==> config.mk <==
export PLATFORM = sky130hd
export DESIGN_NAME = rtype_issue_ctrl_flat
export DESIGN_NICKNAME = d
export VERILOG_FILES = /design/src/rtl/rtype_issue_ctrl_if.sv /design/src/rtl/rtype_issue_ctrl.sv /design/src/flat_wrapper.sv
export SDC_FILE = /design/constraint.sdc
export NUM_CORES = 1
export LEC_CHECK = 0
export ABC_AREA = 1
export CORE_UTILIZATION = 46
export CTS_CLUSTER_DIAMETER = 60
export DETAILED_ROUTE_END_ITERATION = 10
export HOLD_SLACK_MARGIN = 0.12
export PLACE_DENSITY = 0.88
export SYNTH_ARGS = -nofsm -noshare
export SYNTH_HDL_FRONTEND = slang
export SYNTH_SLANG_ARGS = --single-unit
==> constraint.sdc <==
create_clock -name clock -period 9.86 [get_ports clock]
set_clock_uncertainty 0.1 [all_clocks]
set_input_delay 2.958 -clock clock [delete_from_list [all_inputs] [get_ports clock]]
set_output_delay 2.958 -clock clock [all_outputs]
set_load 0.01 [all_outputs]
==> src/rtl/rtype_issue_ctrl_if.sv <==
// Instruction handshake plus datapath control/status bundle between the issue
// controller (slave) and the producer/datapath side (master).
interface rtype_issue_ctrl_if;
  logic        in_valid;
  logic [31:0] in_instr;
  logic        in_ready;
  logic [4:0]  Read1;
  logic [4:0]  Read2;
  logic [4:0]  WriteReg;
  logic [1:0]  ALUOp;
  logic [10:0] Opcode;
  logic        RegWrite;
  logic        Zero;
  logic [63:0] ALU_Result;
  logic [63:0] result_q;
  logic        zero_q;
  logic        illegal;
  logic [15:0] retired_count;
  logic [7:0]  illegal_count;

  modport master (
    output in_valid, in_instr, Zero, ALU_Result,
    input  in_ready, Read1, Read2, WriteReg, ALUOp, Opcode, RegWrite,
           result_q, zero_q, illegal, retired_count, illegal_count
  );

  modport slave (
    input  in_valid, in_instr, Zero, ALU_Result,
    output in_ready, Read1, Read2, WriteReg, ALUOp, Opcode, RegWrite,
           result_q, zero_q, illegal, retired_count, illegal_count
  );
endinterface

==> src/rtl/rtype_issue_ctrl.sv <==
// Four-state (IDLE/DECODE/EXEC/WB) issue controller for LEGv8 R-type words:
// latches one instruction, steers the register file/ALU and retires it.
module rtype_issue_ctrl (
  input logic               clock,
  input logic               reset,
  rtype_issue_ctrl_if.slave bus
);
  localparam logic [1:0] IDLE   = 2'd0;
  localparam logic [1:0] DECODE = 2'd1;
  localparam logic [1:0] EXEC   = 2'd2;
  localparam logic [1:0] WB     = 2'd3;

  localparam logic [10:0] OP_ADD = 11'b10001011000;
  localparam logic [10:0] OP_SUB = 11'b11001011000;
  localparam logic [10:0] OP_AND = 11'b10001010000;
  localparam logic [10:0] OP_ORR = 11'b10101010000;
  localparam logic [4:0]  XZR    = 5'd31;

  logic [1:0]  state;
  // Latched {opcode, Rm, Rn, Rd}; shamt is never consulted so it is not kept.
  logic [25:0] instr_q;
  logic        legal_q;
  logic        ready_q;
  logic        regwrite_q;
  logic        illegal_q;
  logic [1:0]  aluop_q;
  logic [63:0] result_r;
  logic        zero_r;
  logic [15:0] retired_r;
  logic [7:0]  illegal_cnt_r;
  logic        accept;

  function automatic logic is_legal(input logic [10:0] op);
    return (op == OP_ADD) || (op == OP_SUB) || (op == OP_AND) || (op == OP_ORR);
  endfunction

  function automatic logic [7:0] sat_inc8(input logic [7:0] v);
    return (v == 8'hFF) ? v : v + 8'd1;
  endfunction

  // ready_q is high exactly in IDLE, so it doubles as the acceptance gate.
  assign accept = bus.in_valid && ready_q;

  always_ff @(posedge clock or posedge reset) begin
    if (reset) begin
      state         <= IDLE;
      instr_q       <= '0;
      legal_q       <= 1'b0;
      ready_q       <= 1'b1;
      regwrite_q    <= 1'b0;
      illegal_q     <= 1'b0;
      aluop_q       <= 2'b00;
      result_r      <= '0;
      zero_r        <= 1'b0;
      retired_r     <= '0;
      illegal_cnt_r <= '0;
    end else begin
      regwrite_q <= 1'b0;
      illegal_q  <= 1'b0;
      case (state)
        IDLE: begin
          if (accept) begin
            instr_q   <= {bus.in_instr[31:16], bus.in_instr[9:0]};
            legal_q   <= is_legal(bus.in_instr[31:21]);
            // The reject pulse must be visible during DECODE itself.
            illegal_q <= !is_legal(bus.in_instr[31:21]);
            ready_q   <= 1'b0;
            aluop_q   <= 2'b10;
            state     <= DECODE;
          end
        end
        DECODE: begin
          if (legal_q) begin
            state <= EXEC;
          end else begin
            illegal_cnt_r <= sat_inc8(illegal_cnt_r);
            ready_q       <= 1'b1;
            aluop_q       <= 2'b00;
            state         <= IDLE;
          end
        end
        EXEC: begin
          result_r   <= bus.ALU_Result;
          zero_r     <= bus.Zero;
          regwrite_q <= (instr_q[4:0] != XZR);
          state      <= WB;
        end
        default: begin
          retired_r <= retired_r + 16'd1;
          ready_q   <= 1'b1;
          aluop_q   <= 2'b00;
          state     <= IDLE;
        end
      endcase
    end
  end

  assign bus.in_ready      = ready_q;
  assign bus.Opcode        = instr_q[25:15];
  assign bus.Read2         = instr_q[14:10];
  assign bus.Read1         = instr_q[9:5];
  assign bus.WriteReg      = instr_q[4:0];
  assign bus.ALUOp         = aluop_q;
  assign bus.RegWrite      = regwrite_q;
  assign bus.illegal       = illegal_q;
  assign bus.result_q      = result_r;
  assign bus.zero_q        = zero_r;
  assign bus.retired_count = retired_r;
  assign bus.illegal_count = illegal_cnt_r;
endmodule

==> src/flat_wrapper.sv <==
// flat-port wrapper written by rule: the top's interface ports become plain ports
module rtype_issue_ctrl_flat 
  (clock, reset, bus_in_valid, bus_in_instr, bus_Zero, bus_ALU_Result, bus_in_ready, bus_Read1, bus_Read2, bus_WriteReg, bus_ALUOp, bus_Opcode, bus_RegWrite, bus_result_q, bus_zero_q, bus_illegal, bus_retired_count, bus_illegal_count);
  rtype_issue_ctrl_if bus_i ();
  input logic clock;
  input logic reset;
  input wire logic [$bits(bus_i.in_valid)-1:0] bus_in_valid;
  input wire logic [$bits(bus_i.in_instr)-1:0] bus_in_instr;
  input wire logic [$bits(bus_i.Zero)-1:0] bus_Zero;
  input wire logic [$bits(bus_i.ALU_Result)-1:0] bus_ALU_Result;
  output wire logic [$bits(bus_i.in_ready)-1:0] bus_in_ready;
  output wire logic [$bits(bus_i.Read1)-1:0] bus_Read1;
  output wire logic [$bits(bus_i.Read2)-1:0] bus_Read2;
  output wire logic [$bits(bus_i.WriteReg)-1:0] bus_WriteReg;
  output wire logic [$bits(bus_i.ALUOp)-1:0] bus_ALUOp;
  output wire logic [$bits(bus_i.Opcode)-1:0] bus_Opcode;
  output wire logic [$bits(bus_i.RegWrite)-1:0] bus_RegWrite;
  output wire logic [$bits(bus_i.result_q)-1:0] bus_result_q;
  output wire logic [$bits(bus_i.zero_q)-1:0] bus_zero_q;
  output wire logic [$bits(bus_i.illegal)-1:0] bus_illegal;
  output wire logic [$bits(bus_i.retired_count)-1:0] bus_retired_count;
  output wire logic [$bits(bus_i.illegal_count)-1:0] bus_illegal_count;
  assign bus_i.in_valid = bus_in_valid;
  assign bus_i.in_instr = bus_in_instr;
  assign bus_i.Zero = bus_Zero;
  assign bus_i.ALU_Result = bus_ALU_Result;
  assign bus_in_ready = bus_i.in_ready;
  assign bus_Read1 = bus_i.Read1;
  assign bus_Read2 = bus_i.Read2;
  assign bus_WriteReg = bus_i.WriteReg;
  assign bus_ALUOp = bus_i.ALUOp;
  assign bus_Opcode = bus_i.Opcode;
  assign bus_RegWrite = bus_i.RegWrite;
  assign bus_result_q = bus_i.result_q;
  assign bus_zero_q = bus_i.zero_q;
  assign bus_illegal = bus_i.illegal;
  assign bus_retired_count = bus_i.retired_count;
  assign bus_illegal_count = bus_i.illegal_count;
  rtype_issue_ctrl u_core (.clock(clock), .reset(reset), .bus(bus_i));
endmodule
==> summary.md <==
| Metric | Value |
|---|---|
| Fin worst setup slack | `5141 ps` |
| Worst skew pair latency | `520 ps` |
| Post-route DRC | `0` |
| Placed Area | `7256 um^2` |
| Initial antenna violation count | `0` |
| Slew Viols, Final | `0` |
| Area growth syn-to-layout | `54.33%` |
| Most common cell after layout, fill and taps aside | `clkdlybuf4s50_1` |
| Vias in the first global route | `4041` |
| Drt first pass iters | `5` |
| RSZ-0062 raised after global routing | `no` |
| Row count | `37` |
| Total CTS buffers | `17` |
| Max-cap viol count | `0` |
| Setup crit start kind | `input pin` |
| CP Max Fanout | `32` |
| Die width | `106.9 um` |
| Core ar. | `10510 um^2` |
| # setup viols final | `0` |
| Post-CTS Setup Repair Bufs | `0` |
| WS Path Type | `input pin to register` |
| Hold Vio Cnt, Final | `0` |
| Tightest Hold Check Type | `register to register` |
| CTS Hold Bufs | `0` |
| Antenna-violating nets left | `0` |
| Worst-path clk slew | `60 ps` |
| DR vias/cell | `4.882` |
| I/O pin cnt | `220` |
| Final instance area | `7809 um^2` |
| Fill cell count | `721` |
| Post-Synthesis Cells | `446` |
| CP Capture Type | `register` |
| HPWL after detailed placement | `9.120 mm` |
| Yosys reg bits | `122` |
| Worst Path Arrival | `5020 ps` |
| Mapped cell area | `5060 um^2` |
| Peak Freq | `211.9 MHz` |
| Hold path startpoint | `u_core.instr_q[9]` |
| Clock Sinks | `122` |
| Status | `completed` |
| Total global-route track usage | `22.91%` |
| WL final | `12.63 mm` |
| Clock Path Buffers | `2` |
| Synth cell types | `30` |
| Nets | `765` |
| Synthesis Warnings | `0` |
| ANT cells | `0` |
| Rel. slew slack | `33.20%` |
| Sequential fraction of the synthesis area | `60.36%` |
| Setup Total Neg Slack | `0 ps` |
| CP required | `10160 ps` |
| Largest net degree at the start of global routing | `71` |
| First-pass GRT wire length | `19.65 mm` |
| Iter 0 DRT Violations | `127` |
| Placed cell count | `780` |
| Worst slew pin tran | `1002 ps` |
| Global placer's final weighted congestion | `0.8017` |
| Synth Area per Inst | `11.34 um^2` |
| Syn nets | `548` |
| Layout cell share with drive strength beyond 1 | `16.12%` |
| Worst R2R Start | `u_core.bus.in_ready` |
| Worst Setup SP | `bus_in_valid` |
| Port bufs | `212` |
| Die Span Y | `106.9 um` |
| Tmin final | `4719 ps` |
| Per-cell routed wire length | `15.56 um` |
| Power Density | `314.6 nW/um^2` |
| Max VDD drop | `0.1794 mV` |
| Most frequent cells in the layout | `clkdlybuf4s50_1, nand2_1, dfrtp_1` |
| CTS tree | `yes` |
| Finished Layout Cells | `812` |
| Routed vias | `3964` |
| Post-CTS Resized | `0` |
| Total gr overflow | `0` |
| Initial Util | `48.15%` |
| Tcrit/Tclk final | `47.86%` |
| H-tree levels | `4` |
| CTS root buf | `clkbuf_8` |
| Die Area | `11420 um^2` |
| Pre-CTS setup slack | `4657 ps` |
| Static leakage | `3.568 nW` |
per-layer routing:
layer	GRT usage [%]	part of all wire, %	up-vias
met5	0	0	-
met1	24.42	37	1912
met3	8.207	7.2	23
met2	41.01	54	153
li1	-	-	1876
met4	9.198	2.2	0
area by class of cell:
cell class,count,area (um^2),area share [%]
inverters,31,118.9,1.522
flip-flops and latches,122,3054,39.11
clock buffers,18,427.9,5.480
well taps,136,170.2,2.179
repair buffers,213,2130,27.27
clock inverters,14,125.1,1.602
multi-input cells,278,1783,22.83
synth_stat cells (all sizes together):
cell type / n / share of area [%]
a21boi: 1 / 0.15
nand3: 14 / 1.4
nor3: 5 / 0.82
xnor2: 9 / 1.6
nand4: 6 / 0.74
inv: 31 / 2.3
mux2: 65 / 16
dfrtp: 121 / 60
dfstp: 1 / 0.52
nand2: 138 / 10
nand3b: 1 / 0.15
nor2: 17 / 1.5
ha: 2 / 0.49
and3: 1 / 0.12
buf: 15 / 2.2
xor2: 4 / 0.69
conb: 1 / 0.074
o21ai: 9 / 0.89
a21oi: 3 / 0.30
a31oi: 2 / 0.25
sequential cells by signal, summed over array words and instances (netlist names):
| signal | count |
|---|---|
| u_core.bus.result_q | 64 |
| u_core.instr_q | 26 |
| u_core.bus.retired_count | 16 |
| u_core.bus.illegal_count | 8 |
| u_core.state | 2 |
| u_core.bus.ALUOp | 1 |
| u_core.bus.RegWrite | 1 |
| u_core.bus.illegal | 1 |
| u_core.bus.in_ready | 1 |
| u_core.bus.zero_q | 1 |
| u_core.legal_q | 1 |
worst paths after layout:
check | to | slack [ps] | cells after the start
setup / recovery | u_core.instr_q[0] | 5140 | 6
setup reg to reg | u_core.instr_q[0] | 7500 | 5
max in group asynchronous | u_core.bus.result_q[29] | 5540 | 3
hold / removal | u_core.instr_q[9] | 370 | 2
min in group asynchronous | u_core.bus.result_q[47] | 2790 | 2
hold reg to reg | u_core.instr_q[9] | 370 | 2
worst max-delay path, cell delays in order:
cell,delay [ps]
clkdlybuf4s50_1,450
nand2_1,120
nor3_4,740
inv_2,460
nand2_1,200
nand2_1,80
cells by family (layout without fill, tap and decap cells):
family	Yosys count	after routing	synth area share, %
AOI/OAI and AO/OA	15	15	1.582
xor gates and xnor gates	13	13	2.250
adders and majority gates	2	2	0.4945
buffers and inverters	46	276	4.500
DFF	122	122	60.36
muxes	65	65	15.73
other	1	1	0.07411
and+or+nand+nor	182	182	15.01
power breakdown:
group | internal (W) | leakage, nW | switching, W | total, W
Sequential | 0.000722 | 1.49 | 0.000143 | 0.000865
Combinational | 0.000614 | 1.82 | 0.000411 | 0.00102
Clock | 0.000340 | 0.255 | 0.000227 | 0.000567
Total | 0.00168 | 3.57 | 0.000780 | 0.00246
stage by stage:
stage / hold WS [ps] / utilization (%) / power [W]
after floorplan: 377.7 / - / 0.001348
after global routing: 398.6 / 74.31 / 0.002586
after detailed placement: 358.7 / 69.04 / 0.001899
after CTS: 373.8 / 74.31 / 0.002479
final: 368.3 / 74.31 / 0.002457
after global placement: 355.0 / 69.04 / 0.001848
Power figures use the tool's default switching activity.
